<file path="config.mk">
export PLATFORM = sky130hd
export DESIGN_NAME = led_pattern_ctrl
export DESIGN_NICKNAME = d
export VERILOG_FILES = /design/src/rtl/led_pattern_pkg.sv /design/src/rtl/led_pattern_chan.sv /design/src/rtl/led_pattern_ctrl.sv
export SDC_FILE = /design/constraint.sdc
export NUM_CORES = 1
export LEC_CHECK = 0
export ABC_AREA = 1
export CORE_MARGIN = 2
export CORE_UTILIZATION = 35
export CTS_BUF_LIST = sky130_fd_sc_hd__clkbuf_8
export CTS_CLUSTER_SIZE = 28
export DETAILED_ROUTE_END_ITERATION = 7
export MAX_ROUTING_LAYER = met4
export PLACE_DENSITY = 0.58
export SYNTH_ARGS = -nofsm -noshare
export SYNTH_HDL_FRONTEND = slang
export SYNTH_SLANG_ARGS = --single-unit
</file>
<file path="constraint.sdc">
create_clock -name okClk -period 6.7 [get_ports okClk]
set_input_delay 1.34 -clock okClk [delete_from_list [all_inputs] [get_ports okClk]]
set_output_delay 1.34 -clock okClk [all_outputs]
set_load 0.01 [all_outputs]
</file>
<file path="src/rtl/led_pattern_pkg.sv">
// Shared types and helpers for the LED pattern controller.
// Optional build macro: LED_PATTERN_GAMMA_EN (gamma-corrected PWM duty).
package led_pattern_pkg;

  typedef enum logic [1:0] {
    MODE_OFF   = 2'b00,
    MODE_ON    = 2'b01,
    MODE_BLINK = 2'b10,
    MODE_PWM   = 2'b11
  } led_mode_t;

  localparam int DEF_NUM_LED    = 4;
  localparam int DEF_PWM_BITS   = 8;
  localparam int DEF_PRESCALE   = 16;
  localparam int DEF_BLINK_BITS = 16;

  // Widest duty the gamma helper handles.
  localparam int MAX_PWM_BITS   = 16;

  // Gamma-corrected duty: (duty*duty) >> bits. An all-ones duty stays
  // all-ones so full brightness is still reachable.
  function automatic logic [MAX_PWM_BITS-1:0] gamma_duty(
    input logic [MAX_PWM_BITS-1:0] duty,
    input int unsigned             bits
  );
    logic [2*MAX_PWM_BITS-1:0] sq;
    logic [2*MAX_PWM_BITS-1:0] full;
    logic [2*MAX_PWM_BITS-1:0] shifted;
    sq      = {{MAX_PWM_BITS{1'b0}}, duty} * {{MAX_PWM_BITS{1'b0}}, duty};
    full    = ({{(2*MAX_PWM_BITS-1){1'b0}}, 1'b1} << bits) - {{(2*MAX_PWM_BITS-1){1'b0}}, 1'b1};
    shifted = sq >> bits;
    if ({{MAX_PWM_BITS{1'b0}}, duty} == full) begin
      gamma_duty = duty;
    end else begin
      gamma_duty = shifted[MAX_PWM_BITS-1:0];
    end
  endfunction

endpackage

</file>
<file path="src/rtl/led_pattern_chan.sv">
// One LED channel: selects the on state from the active mode and the shared
// counters, and registers it.
module led_pattern_chan
  import led_pattern_pkg::*;
#(
  parameter int PWM_BITS = DEF_PWM_BITS
) (
  input  logic                clk,
  input  logic                rst,
  input  led_mode_t           mode,
  input  logic [PWM_BITS-1:0] duty,
  input  logic [PWM_BITS-1:0] pwm_cnt,
  input  logic                phase,
  output logic                led_on
);

  logic on_s;
  logic led_on_r;

  // Mode mux: off / on / blink phase / PWM compare (all-ones duty is solid on).
  always_comb begin
    on_s = 1'b0;
    case (mode)
      MODE_OFF:   on_s = 1'b0;
      MODE_ON:    on_s = 1'b1;
      MODE_BLINK: on_s = phase;
      MODE_PWM:   on_s = (pwm_cnt < duty) || (duty == {PWM_BITS{1'b1}});
      default:    on_s = 1'b0;
    endcase
  end

  // Output register so the pin drive never sees combinational glitches.
  always_ff @(posedge clk or posedge rst) begin
    if (rst) begin
      led_on_r <= 1'b0;
    end else begin
      led_on_r <= on_s;
    end
  end

  assign led_on = led_on_r;

endmodule

</file>
<file path="src/rtl/led_pattern_ctrl.sv">
// Multi-channel LED pattern generator. Host config is staged in pending
// registers and applied only at a PWM frame boundary.
// Optional build macro: LED_PATTERN_GAMMA_EN (gamma-correct duty at apply).
module led_pattern_ctrl
  import led_pattern_pkg::*;
#(
  parameter int NUM_LED    = DEF_NUM_LED,
  parameter int PWM_BITS   = DEF_PWM_BITS,
  parameter int PRESCALE   = DEF_PRESCALE,
  parameter int BLINK_BITS = DEF_BLINK_BITS
) (
  input  logic                         okClk,
  input  logic                         rst,
  input  logic [2*NUM_LED-1:0]         cfg_mode,
  input  logic [PWM_BITS*NUM_LED-1:0]  cfg_duty,
  input  logic [BLINK_BITS-1:0]        cfg_blink_half,
  input  logic                         cfg_update,
  output logic                         frame_start,
  output logic                         cfg_pending,
  output logic [NUM_LED-1:0]           led_on
);

  localparam int PRE_W = (PRESCALE > 1) ? $clog2(PRESCALE) : 1;

  logic [PRE_W-1:0]            pre_cnt_r;
  logic [PWM_BITS-1:0]         pwm_cnt_r;
  logic [BLINK_BITS-1:0]       blink_cnt_r;
  logic                        phase_r;
  logic                        frame_start_r;
  logic                        cfg_pending_r;
  logic [2*NUM_LED-1:0]        pend_mode_r;
  logic [PWM_BITS*NUM_LED-1:0] pend_duty_r;
  logic [BLINK_BITS-1:0]       pend_half_r;
  logic [2*NUM_LED-1:0]        act_mode_r;
  logic [PWM_BITS*NUM_LED-1:0] act_duty_r;
  logic [BLINK_BITS-1:0]       act_half_r;

  logic                        tick_s;
  logic                        wrap_s;
  logic                        apply_s;
  logic [BLINK_BITS-1:0]       half_eff_s;
  logic [PWM_BITS*NUM_LED-1:0] act_duty_next_s;

  assign tick_s     = (pre_cnt_r == PRE_W'(PRESCALE - 1));
  assign wrap_s     = tick_s && (pwm_cnt_r == {PWM_BITS{1'b1}});
  assign apply_s    = wrap_s && cfg_pending_r;
  // A zero half-period behaves as one tick.
  assign half_eff_s = (act_half_r == {BLINK_BITS{1'b0}}) ? BLINK_BITS'(1) : act_half_r;

`ifdef LED_PATTERN_GAMMA_EN
  logic [MAX_PWM_BITS-1:0] gamma_s;

  // Gamma-correct every pending duty so the active register holds the
  // corrected value and the per-channel compare stays a plain comparison.
  always_comb begin
    act_duty_next_s = pend_duty_r;
    gamma_s         = {MAX_PWM_BITS{1'b0}};
    for (int i = 0; i < NUM_LED; i++) begin
      gamma_s = gamma_duty(MAX_PWM_BITS'(pend_duty_r[i*PWM_BITS +: PWM_BITS]), PWM_BITS);
      act_duty_next_s[i*PWM_BITS +: PWM_BITS] = gamma_s[PWM_BITS-1:0];
    end
  end
`else
  // Linear duty: the pending value is used as-is.
  always_comb begin
    act_duty_next_s = pend_duty_r;
  end
`endif

  // Prescaler: tick on the last count of each PRESCALE-cycle period.
  always_ff @(posedge okClk or posedge rst) begin
    if (rst) begin
      pre_cnt_r <= {PRE_W{1'b0}};
    end else if (tick_s) begin
      pre_cnt_r <= {PRE_W{1'b0}};
    end else begin
      pre_cnt_r <= pre_cnt_r + PRE_W'(1);
    end
  end

  // PWM counter and registered frame-boundary pulse.
  always_ff @(posedge okClk or posedge rst) begin
    if (rst) begin
      pwm_cnt_r     <= {PWM_BITS{1'b0}};
      frame_start_r <= 1'b0;
    end else begin
      frame_start_r <= wrap_s;
      if (tick_s) begin
        pwm_cnt_r <= pwm_cnt_r + PWM_BITS'(1);
      end else begin
        pwm_cnt_r <= pwm_cnt_r;
      end
    end
  end

  // Capture into pending; a capture on the apply cycle keeps pending set so
  // the new values go out at the following frame.
  always_ff @(posedge okClk or posedge rst) begin
    if (rst) begin
      pend_mode_r   <= {(2*NUM_LED){1'b0}};
      pend_duty_r   <= {(PWM_BITS*NUM_LED){1'b0}};
      pend_half_r   <= {BLINK_BITS{1'b0}};
      cfg_pending_r <= 1'b0;
    end else if (cfg_update) begin
      pend_mode_r   <= cfg_mode;
      pend_duty_r   <= cfg_duty;
      pend_half_r   <= cfg_blink_half;
      cfg_pending_r <= 1'b1;
    end else if (apply_s) begin
      cfg_pending_r <= 1'b0;
    end else begin
      cfg_pending_r <= cfg_pending_r;
    end
  end

  // Active registers load from pending only at a frame boundary.
  always_ff @(posedge okClk or posedge rst) begin
    if (rst) begin
      act_mode_r <= {(2*NUM_LED){1'b0}};
      act_duty_r <= {(PWM_BITS*NUM_LED){1'b0}};
      act_half_r <= {BLINK_BITS{1'b0}};
    end else if (apply_s) begin
      act_mode_r <= pend_mode_r;
      act_duty_r <= act_duty_next_s;
      act_half_r <= pend_half_r;
    end else begin
      act_mode_r <= act_mode_r;
    end
  end

  // Blink timer: restarts high on apply, toggles every half-period of ticks.
  always_ff @(posedge okClk or posedge rst) begin
    if (rst) begin
      blink_cnt_r <= {BLINK_BITS{1'b0}};
      phase_r     <= 1'b1;
    end else if (apply_s) begin
      blink_cnt_r <= {BLINK_BITS{1'b0}};
      phase_r     <= 1'b1;
    end else if (tick_s) begin
      if (blink_cnt_r == (half_eff_s - BLINK_BITS'(1))) begin
        blink_cnt_r <= {BLINK_BITS{1'b0}};
        phase_r     <= ~phase_r;
      end else begin
        blink_cnt_r <= blink_cnt_r + BLINK_BITS'(1);
      end
    end else begin
      blink_cnt_r <= blink_cnt_r;
    end
  end

  assign frame_start = frame_start_r;
  assign cfg_pending = cfg_pending_r;

  for (genvar g = 0; g < NUM_LED; g++) begin : g_chan
    led_pattern_chan #(
      .PWM_BITS (PWM_BITS)
    ) u_chan (
      .clk     (okClk),
      .rst     (rst),
      .mode    (led_mode_t'(act_mode_r[2*g +: 2])),
      .duty    (act_duty_r[g*PWM_BITS +: PWM_BITS]),
      .pwm_cnt (pwm_cnt_r),
      .phase   (phase_r),
      .led_on  (led_on[g])
    );
  end

endmodule

</file>
-- Word-level counts from Yosys, hierarchy flattened
Cells that the tools add are included.
- input port bits: 59
- output and inout bits: 6
- logic and storage cells: 73
- register bits: 147
- reduce and logical (&&, ||, !) cells: 15
- $add $sub $neg: 4
- equal/unequal tests: 19
- bitwise operators: 1
- $lt $le $gt $ge: 4
- muxes and demuxes: 14
- operators by type and width (kind ; number):
    two-way mux 16 bit ; 4
    == test 8 bit, second input constant ; 5
    < comparator 8 bit ; 4
    adder 16 x 1 -> 16 bit, second input constant ; 1
    == test 16 bit ; 1
    == test 2 bit, second input constant ; 8
    zero test 16 bit ; 1
    one-hot mux 1 bit (4 select lines) ; 4
    subtractor 16 x 1 -> 16 bit, second input constant ; 1
    adder 8 x 1 -> 8 bit, second input constant ; 1
    == test 2 x 1 -> 1 bit, second input constant ; 4
    zero test 2 bit ; 4
    nonzero test 2 bit ; 3
    two-way mux 1 bit ; 5
    adder 4 x 1 -> 4 bit, second input constant ; 1
    == test 4 bit, second input constant ; 1
    logical OR 1 bit ; 4
    two-way mux 4 bit ; 1
    logical AND 1 bit ; 2
    AND reduction 2 bit ; 1
    inverter 1 bit ; 1

-- Depth between registers and ports, before layout
- depth after elaboration: 7
- mapped depth: 23
- gate-level depth less buffers: 22

-- Hierarchy
A second synthesis with hierarchy kept.
- cells, all modules: 878
- area, all modules: 7413.4 um^2
- by module, submodules not included (module ; cells each ; sequential area each (um^2) ; times used ; area an instance (um^2)):
    led_pattern_ctrl ; 710 ; 3579.7 ; 1 ; 6382.4
    led_pattern_chan ; 42 ; 25.0 ; 4 ; 257.7

-- Worst setup path before layout
Ideal clock, no wire load.
- path type: register to register
- start point: reg act_half_r[8]
- end point: reg blink_cnt_r[0]
- library setup time: 118 ps
- data required time: 6582 ps
- buffers on the path: 2
- cell stages (with the launch flop): 22
- clock period less this slack: 2370 ps
- arrival: 2252 ps
- slack: 4330 ps
- path through: dfrtp_1 nor2_2 nand2_2 nor2_4 nand2_2 buf_6 nand2_4 inv_1 ha_1 nand2_1 inv_1 nand2_1 nand2_1 nand2_1 nand2_1 nor2_1 nand3_2 nor2_2 nand3_2 buf_6 nand4_1 nand2_1
- longest elaborated chain between the ends: 7
- RTL lines (item ; RTL line ; source):
    start, declared ; led_pattern_ctrl.sv:36 ; logic [BLINK_BITS-1:0] act_half_r;
    start signal, assigned ; led_pattern_ctrl.sv:121 ; act_half_r <= {BLINK_BITS{1'b0}};
    start signal, assigned ; led_pattern_ctrl.sv:125 ; act_half_r <= pend_half_r;
    zero test 16 bit ; led_pattern_ctrl.sv:48 ; assign half_eff_s = (act_half_r == {BLINK_BITS{1'b0}}) ? BLINK_BITS'(1) : act_half_r;
    two-way mux 16 bit * ; led_pattern_ctrl.sv:48 ;
    subtractor 16 x 1 -> 16 bit * ; led_pattern_ctrl.sv:140 ; if (blink_cnt_r == (half_eff_s - BLINK_BITS'(1))) begin
    == test 16 bit * ; led_pattern_ctrl.sv:140 ;
    two-way mux 16 bit * ; led_pattern_ctrl.sv:140 ;
    two-way mux 16 bit * ; led_pattern_ctrl.sv:139 ; end else if (tick_s) begin
    two-way mux 16 bit * ; led_pattern_ctrl.sv:136 ; end else if (apply_s) begin
    end signal, assigned ; led_pattern_ctrl.sv:137 ; blink_cnt_r <= {BLINK_BITS{1'b0}};
    end signal, assigned ; led_pattern_ctrl.sv:141 ; blink_cnt_r <= {BLINK_BITS{1'b0}};
    end signal, assigned ; led_pattern_ctrl.sv:144 ; blink_cnt_r <= blink_cnt_r + BLINK_BITS'(1);
    end, declared ; led_pattern_ctrl.sv:27 ; logic [BLINK_BITS-1:0] blink_cnt_r;
Every way passes the cells marked *; elsewhere a longest branch is shown, timed or not. The select of a mux whose other input is x is not followed.
A chain may end at the register's enable or synchronous reset.

-- Worst setup path in the final report
- start point: reg pre_cnt_r[0]
- end point: reg blink_cnt_r[12]
- longest elaborated chain between the ends: 4
- elaborated cells on any way between the ends: 5
- classes of those cells: eq/ne (1); mux (1); reduce/logical (3)
- RTL lines (item ; RTL line ; source):
    start, declared ; led_pattern_ctrl.sv:25 ; logic [PRE_W-1:0] pre_cnt_r;
    start signal, assigned ; led_pattern_ctrl.sv:73 ; pre_cnt_r <= {PRE_W{1'b0}};
    start signal, assigned ; led_pattern_ctrl.sv:75 ; pre_cnt_r <= {PRE_W{1'b0}};
    start signal, assigned ; led_pattern_ctrl.sv:77 ; pre_cnt_r <= pre_cnt_r + PRE_W'(1);
    == test 4 bit * ; led_pattern_ctrl.sv:44 ; assign tick_s = (pre_cnt_r == PRE_W'(PRESCALE - 1));
    logical AND 1 bit ; led_pattern_ctrl.sv:45 ; assign wrap_s = tick_s && (pwm_cnt_r == {PWM_BITS{1'b1}});
    logical AND 1 bit ; led_pattern_ctrl.sv:46 ; assign apply_s = wrap_s && cfg_pending_r;
    two-way mux 16 bit or nonzero test 2 bit (tied branches) ; n/a ;
    end signal, assigned ; led_pattern_ctrl.sv:134 ; blink_cnt_r <= {BLINK_BITS{1'b0}};
    end signal, assigned ; led_pattern_ctrl.sv:137 ;
    end signal, assigned ; led_pattern_ctrl.sv:141 ;
Every way passes the cells marked *; elsewhere a longest branch is shown, timed or not.

==> summary.txt <==
Outcome
  – Status: complete, no violations

Power
  – Leak: 4.077 nW
  – Int Power: 0.001233 W
  – Power share of the sequential group: 54.8%
  – Power Total: 0.001683 W
  – Combinational power share: 5.8%
  – NetSw: 0.0004504 W
  – Sw frac: 26.76%
  – PD cells: 195.7 mW/mm^2
  – Clock power share: 39.4%
  – Worst vdd ir: 0.1313 mV

Worst setup path
  – R2r setup slk: 3160 ps
  – Master of the slowest instance on the critical path: inv_1
  – CP max FO: 87
  – Max stage delay on crit path: 880 ps
  – CP startpoint kind: flop
  – CP endpoint kind: flop
  – Crit path arrival time: 3880 ps
  – Most frequent cell on the critical path: nand2_1
  – Critical path cell sequence: ha_1 > nand3_1 > inv_1 > nand3_4 > buf_4 > nand2_4 > inv_2 > nand2_1 > nand2_1
  – Required @ worst endpoint: 7040 ps
  – Critical path class: flop to flop

STA
  – Worst slew pin tran: 917.9 ps
  – Tcrit/Tclk final: 52.82%
  – Fin. max-slew vios: 0
  – RSZ-0062 raised after global routing: no
  – Max Freq: 282.6 MHz
  – Final setup viols: 0
  – Slew margin rel.: 38.81%
  – Setup Skew: 16.96 ps
  – Fin. Hold Viols: 0
  – Post-route minimum period: 3539 ps
  – Setup TNS: 0 ps

Die
  – # IOs: 65
  – Row count: 53
  – Initial Util: 35.39%
  – Die X-Extent: 149.3 microns
  – Die area: 0.02230 sq mm
  – Core Region: 0.02089 sq mm
  – Die Ht: 149.3 microns

Job
  – Max cap viols: 0

Clock tree
  – Root Buffer: clkbuf_8
  – Post-CTS setup repair buffer count: 0
  – CTS H-tree depth: 4
  – CTS Hold Bufs: 0
  – Worst-path clk slew: 90 ps
  – CTS tree: done
  – CTS Buf Count: 17
  – Cts repair resizes: 0
  – Clock Sinks: 147
  – Clock Tree Buf Depth: 2
  – Worst-Skew Late Latency: 460 ps

GRT
  – Pin count of the biggest net entering global routing: 114
  – Grt met3 use: 3.089%
  – Gr ovfl total: 0
  – Initial antenna violation count: 0
  – Most Crowded Layer GR: met2
  – Total track usage: 15.06%
  – Number of global-route vias before repair: 5330
  – First-pass GRT wire length: 26020 microns
  – GR met1 Demand/Resource: 21.13%
  – Met2 usage: 21.43%

Yosys
  – Number of synthesized register bits: 147
  – Mapped Area: 0.007392 sq mm
  – Yosys top cell by area: dfrtp_1
  – Synth top area cells: dfrtp_1 49%, nand2_1 11%, o21ai_0 7.8%
  – Seq/Total Area, Yosys: 49.78%
  – Synth unique cells: 41
  – Post-synth top flop: dfrtp_1
  – Syn Nets: 964
  – Share of synthesized registers carrying an async set or reset: 100.0%
  – EDFF count, synth: 0
  – Most frequent cell after synthesis: nand2_1
  – Synth top area share: 49.42%
  – Post-Syn Instances: 873
  – Synth cell count leaders: 218 x nand2_1, 146 x dfrtp_1, 134 x inv_1
  – Yosys warnings: 0
  – Syn avg cell area: 8.467 sq um

Detailed routing
  – DRC viols: 0
  – Vias: 5499
  – DR WL/cell: 12.57 microns
  – Via density: 4.545
  – 1st-pass router iterations: 4
  – ANT nets after route: 0
  – Routed WL: 15210 microns
  – Initial DRC Count: 341

Layout
  – Layout Utilization: 41.18%
  – Nets: 1013
  – P&R area growth vs syn: 16.37%
  – Design area: 0.008602 sq mm
  – Share of layout cells above drive strength 1: 6.524%
  – Antenna Diode Count: 0

Placed design
  – GPL Wtd Cong: 0.8625
  – Area after DPL: 0.008224 sq mm
  – HPWL after DPL: 10630 microns
  – IO buf count: 64

Hold path
  – Worst min path class: flop to flop
[power groups by stage]
| stage | clock [W] | combinational, W | sequential, W |
|---|---|---|---|
| floorplan | 0 | 0.0000499 | 0.000940 |
| global placement | 0 | 0.000100 | 0.000940 |
| detailed placement | 0 | 0.000102 | 0.000941 |
| CTS | 0.000685 | 0.000102 | 0.000923 |
| global route | 0.000718 | 0.000114 | 0.000927 |
| finish | 0.000663 | 0.0000973 | 0.000923 |
[logic make-up (layout without fill, tap and decap cells)]
group | after synthesis | in the layout | synth area share [%]
xor+xnor | 33 | 33 | 4.333
fa+ha+maj | 32 | 32 | 5.416
simple gates | 334 | 334 | 19.84
flops | 147 | 147 | 49.78
buf+inv | 172 | 234 | 9.377
compound gates | 155 | 155 | 11.26
[critical path, delay by kind of cell (launching register included)]
kind | cells | cell delay [ps]
adder cells (fa/ha/maj) | 1 | 190
buffers and inverters | 3 | 1410
flip-flops | 1 | 390
AND/OR/NAND/NOR | 5 | 1370
[sequential cells by signal (all words and copies together) (netlist names)]
name                  cells
act_duty_next_s          32
act_duty_r               32
act_half_r               16
act_mode_r                8
blink_cnt_r              16
cfg_pending               1
frame_start               1
g_chan.u_chan.led_on      4
pend_half_r              16
pend_mode_r               8
phase_r                   1
pre_cnt_r                 4
pwm_cnt_r                 8
[cell type report]
cell class / instances / area (sq um)
clock inverter: 15 / 143.9
inverter: 136 / 515.5
multi-input combinational: 554 / 3032
clock buffer: 17 / 234.0
timing repair buffer: 66 / 653.1
tap: 275 / 344.1
fill: 2089 / 12290
sequential: 147 / 3680
[metrics by stage]
step / setup WS [ps] / hold slack (ps) / cells
6_report: 3161 / 486.2 / 1210
5_1_grt: 2758 / 507.6 / 1210
4_1_cts: 3126 / 493.6 / 1210
3_5_place_dp: 3135 / 472.6 / 1178
3_3_place_gp: 3292 / 468.1 / 1178
2_1_floorplan: 1410 / 453.0 / 873
[layout by cell type (no fill, tap or decap), types with 2 or more instances in the layout]
cell,count
or2_2,2
clkinv_4,3
clkbuf_8,17
nand2_2,3
o21ai_0,115
inv_6,8
nor2_1,32
nand3_1,20
nor3_1,10
o21a_1,4
nand4_1,21
nor2_4,2
clkinv_8,2
nor2_2,5
xor2_1,23
xnor2_1,8
nand2_4,2
a21oi_1,17
dfrtp_1,146
clkdlybuf4s50_1,63
ha_1,32
o21ai_1,2
inv_2,2
inv_1,133
a41oi_1,4
buf_4,3
nand2_1,218
nand3_2,4
o211ai_1,8
nor4_1,10
[metal layers]
metal | share of wire [%] | vias to the layer above
li1 | - | 2893
met2 | 42 | 97
met1 | 52 | 2485
met3 | 4.0 | 24
met4 | 2.2 | 0
met5 | 0 | -
[final timing paths]
kind / endpoint / depth (start not counted) / from
max: blink_cnt_r[12] / 9 / pre_cnt_r[0]
min: act_duty_r[25] / 2 / act_duty_r[25]
max reg2reg: blink_cnt_r[12] / 9 / pre_cnt_r[0]
min reg2reg: act_duty_r[25] / 2 / act_duty_r[25]
max in group asynchronous: act_duty_r[25] / 3 / rst
min in group asynchronous: act_duty_next_s[8] / 2 / rst
Power figures use the tool's default switching activity.
